`src/rtl/regfile_scoreboard.sv`:
```
// Two-read/one-write register file with a per-register pending-write scoreboard,
// write-back bypass, RAW/WAW issue stalls and flush of outstanding-write state.
module regfile_scoreboard #(
  parameter int DATA_W   = 32,
  parameter int NUM_REGS = 32,
  parameter int ADDR_W   = 5,
  parameter int MAX_PEND = 3,
  parameter int ZERO_REG = 1
) (
  input  logic              clock,
  input  logic              reset,
  input  logic              issue_valid,
  input  logic [ADDR_W-1:0] issue_rs1,
  input  logic [ADDR_W-1:0] issue_rs2,
  input  logic [ADDR_W-1:0] issue_rd,
  input  logic              issue_we,
  output logic              issue_ready,
  output logic              rd_valid,
  output logic [DATA_W-1:0] rs1_data,
  output logic [DATA_W-1:0] rs2_data,
  input  logic              wb_we,
  input  logic [ADDR_W-1:0] wb_rd,
  input  logic [DATA_W-1:0] wb_data,
  input  logic              flush,
  output logic              pend_any
);

  localparam int PEND_W = (MAX_PEND < 1) ? 1 : $clog2(MAX_PEND + 1);

  logic [DATA_W-1:0] r_regs [NUM_REGS];
  logic [PEND_W-1:0] r_pend [NUM_REGS];
  logic              r_rd_valid;
  logic [DATA_W-1:0] r_rs1_data;
  logic [DATA_W-1:0] r_rs2_data;
  logic              r_pend_any;

  logic [PEND_W-1:0] w_pend_nxt [NUM_REGS];
  logic [PEND_W-1:0] w_src1_pend, w_src2_pend, w_rd_pend;
  logic              w_src1_byp, w_src2_byp;
  logic              w_src1_ready, w_src2_ready;
  logic [DATA_W-1:0] w_src1_data, w_src2_data;
  logic              w_wb_hit, w_waw, w_ready, w_accept, w_inc_ok;
  logic              w_inc, w_dec, w_any;

  // A register is "real" when it has storage and is not the hardwired zero.
  function automatic logic f_writable(input logic [ADDR_W-1:0] a);
    return (int'(a) < NUM_REGS) && !((ZERO_REG != 0) && (a == '0));
  endfunction

  always_comb begin
    w_src1_pend = '0;
    w_src2_pend = '0;
    w_rd_pend   = '0;
    w_src1_data = '0;
    w_src2_data = '0;
    w_wb_hit    = wb_we && f_writable(wb_rd);
    w_src1_byp  = w_wb_hit && (wb_rd == issue_rs1);
    w_src2_byp  = w_wb_hit && (wb_rd == issue_rs2);
    if (f_writable(issue_rs1)) begin
      w_src1_pend = r_pend[issue_rs1];
      w_src1_data = w_src1_byp ? wb_data : r_regs[issue_rs1];
    end
    if (f_writable(issue_rs2)) begin
      w_src2_pend = r_pend[issue_rs2];
      w_src2_data = w_src2_byp ? wb_data : r_regs[issue_rs2];
    end
    if (f_writable(issue_rd)) w_rd_pend = r_pend[issue_rd];
    // Unscoreboarded sources have zero pending count and are therefore always ready.
    w_src1_ready = (w_src1_pend == '0) || ((w_src1_pend == PEND_W'(1)) && w_src1_byp);
    w_src2_ready = (w_src2_pend == '0) || ((w_src2_pend == PEND_W'(1)) && w_src2_byp);
    w_waw        = issue_we && (w_rd_pend == PEND_W'(MAX_PEND));
    w_ready      = !reset && !flush && w_src1_ready && w_src2_ready && !w_waw;
    w_accept     = issue_valid && w_ready;
    w_inc_ok     = w_accept && issue_we && f_writable(issue_rd);
  end

  assign issue_ready = w_ready;

  // Simultaneous increment and decrement of one counter cancel out.
  always_comb begin
    w_inc = 1'b0;
    w_dec = 1'b0;
    w_any = 1'b0;
    for (int r = 0; r < NUM_REGS; r++) begin
      w_inc         = w_inc_ok && (int'(issue_rd) == r);
      w_dec         = w_wb_hit && (int'(wb_rd) == r) && (r_pend[r] != '0);
      w_pend_nxt[r] = r_pend[r];
      if (flush)               w_pend_nxt[r] = '0;
      else if (w_inc && !w_dec) w_pend_nxt[r] = r_pend[r] + PEND_W'(1);
      else if (w_dec && !w_inc) w_pend_nxt[r] = r_pend[r] - PEND_W'(1);
      w_any = w_any | (r_pend[r] != '0);
    end
  end

  always_ff @(posedge clock) begin
    if (reset) begin
      for (int r = 0; r < NUM_REGS; r++) begin
        r_regs[r] <= '0;
        r_pend[r] <= '0;
      end
      r_rd_valid <= 1'b0;
      r_rs1_data <= '0;
      r_rs2_data <= '0;
      r_pend_any <= 1'b0;
    end else begin
      if (w_wb_hit) r_regs[wb_rd] <= wb_data;
      for (int r = 0; r < NUM_REGS; r++) r_pend[r] <= w_pend_nxt[r];
      r_pend_any <= w_any;
      r_rd_valid <= w_accept;
      if (w_accept) begin
        r_rs1_data <= w_src1_data;
        r_rs2_data <= w_src2_data;
      end
    end
  end

  assign rd_valid = r_rd_valid;
  assign rs1_data = r_rs1_data;
  assign rs2_data = r_rs2_data;
  assign pend_any = r_pend_any;

endmodule

```
`config.mk`:
```
export PLATFORM = sky130hd
export DESIGN_NAME = regfile_scoreboard
export DESIGN_NICKNAME = d
export VERILOG_FILES = /design/src/rtl/regfile_scoreboard.sv
export SDC_FILE = /design/constraint.sdc
export NUM_CORES = 2
export LEC_CHECK = 0
export CAP_MARGIN = 20
export CORE_MARGIN = 5
export CORE_UTILIZATION = 25
export DETAILED_ROUTE_END_ITERATION = 10
export PLACE_DENSITY_LB_ADDON = 0.25
export SLEW_MARGIN = 20
export SYNTH_ARGS = -nofsm -noshare
export SYNTH_HDL_FRONTEND = slang
export SYNTH_SLANG_ARGS = --single-unit
```
`constraint.sdc`:
```
create_clock -name clock -period 5 [get_ports clock]
set_clock_uncertainty 0.05 [all_clocks]
set_input_delay 0.75 -clock clock [delete_from_list [all_inputs] [get_ports clock]]
set_output_delay 0.75 -clock clock [all_outputs]
set_load 0.01 [all_outputs]
```
==> metrics <==
Sw Share 0.259; worst hold path type in -> reg; Synthesis Warnings 0; Worst Path Arrival 3.82 ns; DRT iter0 DRCs 4320; CTS tree built; post-CTS setup buffer count 0; Gate Count Post-Synth 4230; Combinational Power Share 0.123; Non-Filler Instances 7722; crit-path max FO 8; Netlist cell types 57; synth top area cells edfxtp_1 49%, mux4_2 22%, and2_1 9.9%; post-route ant nets 0; Power Density 327 nW/µm²; final instance area 72700 µm²; CP endpoint kind output pin; kind of start point of the critical path input port; drt drc 0; asr flop ratio synth 0; port bufs 124; area leader, netlist edfxtp_1; Clock Tree Root clkbuf_16; final hold vios 0; Core ar. 251000 µm²; clock sink total 1154; RSZ-0062 raised after global routing false; Max-Cap Viols 0; Layout Nets 4344; min Tclk post-route 4.62 ns; total CTS buffers 133; Psw 6.16 mW; FMAX 217 MHz; Post-synth top flop edfxtp_1; row cnt 184; largest net degree at the start of global routing 97; Worst slew margin 0.272; die height 511 µm; Via Count 39100; Tcrit/Tclk final 0.924; Critical Path, Cell by Cell clkdlybuf4s50_1, mux4_2, nand3_1, a21oi_1, a2111oi_0, o211a_2, and3_1, clkdlybuf4s50_1; Pleak 23.9 nW; top post-synthesis cells by count 1024 x edfxtp_1, 995 x and2_1, 620 x mux4_2; placed standard-cell area 68500 µm²; Post-CTS Resized 0; # fillers 24900; run status complete, no violations; Worst-Margin Slew 1.09 ns; share of layout cells above drive strength 1 0.286; Worst Reg2Reg Path Length in Cells 9; routability cong. 0.847; worst hold start reset; endpoints failing setup 0; Area Overhead vs Synth 15.8%; Worst-path clk slew 0.07 ns; antenna violations before repair 32; drt first pass iters 6; number of synthesized flops with an enable pin 1024; flops & latches, synth 1154; Syn Std Cell Area 62800 µm²; Die Outline Area 261000 µm²; slowest CP cell clkdlybuf4s50_1; FF-to-FF Start r_pend[30][1]$_SDFFE_PP0P_; Die W 511 µm; Int Power 17.6 mW; slowest stage delay, CP 0.77 ns; most frequent cell after synthesis edfxtp_1; hold depth 2; Routed wire per std cell 30.8 µm; vias in the first global route 40200; syn_area_per_cell 14.8 µm²; CP dominant cell by count clkdlybuf4s50_1; post-DP HPWL 142000 µm; Worst Hold Endpoint pend_any$_SDFF_PP0_; worst r2r dst r_pend[17][1]$_SDFFE_PP0P_; number of vias per cell 5.06; share of the synthesized area in the top cell type 0.490; Placed Cells incl. Taps 7467; first-pass GRT wire length 331000 µm; post-synthesis sequential area ratio 0.531; Overflow after GRT 0; WS Path Type in -> out; worst vdd ir 0.000328 V; Final Routed Wirelength 238000 µm; crit path from issue_rd[0]; Clk pwr share 0.404; sequential share of power 0.473; CP required 4.20 ns; io pins 125; CTS HTree Levels 4; sum of negative setup slack 0 ns; clock latency on the worst-skew pair 0.80 ns; CTS Hold Bufs 0; gr usage total 0.177; Initial Util 0.250; Pins Over Slew Limit 0; clk buf depth 3; slack of the worst reg-to-reg path 1.37 ns
==> worst max-delay path: cells and delay by family <==
kind	cells	cell delay [ns]
AOI/OAI and AO/OA	3	0.87
buffers and inverters	2	1.32
muxes	1	0.56
and+or+nand+nor	2	0.32
==> worst max path at each step <==
stage | to | slack, ns | depth (start not counted)
after floorplan | r_pend[18][1]$_SDFFE_PP0P_ | 1.25 | 13
after global placement | r_pend[19][1]$_SDFFE_PP0P_ | 0.27 | 11
after detailed placement | r_pend[17][1]$_SDFFE_PP0P_ | 0.25 | 11
after CTS | issue_ready | 0.34 | 8
after global routing | issue_ready | 0.11 | 8
final | issue_ready | 0.38 | 8
==> registers in the layout, indices dropped and copies added, names as in the netlist <==
name and flops:
rd_valid 1, pend_any 1, r_pend 64, rs1_data 32, r_regs 1024, rs2_data 32
==> per-stage QoR <==
step	hold slack (ns)	total power [mW]	setup slack, ns	utilization
after floorplan	0.391	13.1	1.25	-
after global placement	0.422	14.4	0.273	0.273
after detailed placement	0.431	14.4	0.249	0.273
after CTS	0.207	24.0	0.337	0.290
after global routing	0.282	24.5	0.110	0.290
final	0.265	23.7	0.382	0.290
==> area by class of cell <==
type	count	area, µm²	share of cell area
Clock inverter	60	573	0.00789
Inverter	5	18.8	0.000258
Sequential cell	1154	33400	0.459
Clock buffer	182	3570	0.0492
Tap cell	3348	4190	0.0576
Timing Repair Buffer	314	3030	0.0417
Antenna cell	13	32.5	0.000448
Multi-Input combinational cell	2646	27900	0.384
==> power groups by stage <==
stage | combinational, mW | clock (mW) | sequential [mW]
after global placement | 2.95 | 0 | 11.4
after detailed placement | 2.95 | 0 | 11.4
after CTS | 2.96 | 9.79 | 11.2
after floorplan | 1.77 | 0 | 11.3
final | 2.92 | 9.59 | 11.2
after global routing | 3.04 | 10.2 | 11.3
==> placed cells by master, fill, tap and decap left out, types with 21 or more instances in the layout <==
cell	n
mux4_2	620
clkbuf_16	134
nor2_1	57
xor2_1	64
clkdlybuf4s50_1	108
a211oi_2	29
nor4_1	21
ha_1	32
nor2_4	31
clkbuf_1	44
mux2_2	134
a21oi_1	128
o22ai_1	64
or3_1	40
edfxtp_1	1024
buf_12	30
or2_2	32
buf_4	162
and2_1	995
dfxtp_1	130
o21ai_0	70
mux2i_1	48
nor2b_1	43
conb_1	32
mux2_1	29
nand2_1	21
nor3_1	58
==> kinds of logic after synthesis <==
group / share of synthesized area
AOI/OAI and AO/OA: 0.0337
xor gates and xnor gates: 0.0100
other: 0.0000597
buffers and inverters: 0.0305
adders and majority gates: 0.00638
muxes: 0.259
and+or+nand+nor: 0.129
DFF: 0.531
==> layer usage <==
metal / vias up / GRT usage / wire [µm]
met5: - / 0 / 13
met4: 2 / 0.0706 / 9700
met3: 372 / 0.0244 / 14300
met2: 1609 / 0.309 / 120000
met1: 20800 / 0.223 / 93800
li1: 16300 / - / -
Note: power is estimated with default switching activity, not from simulation.
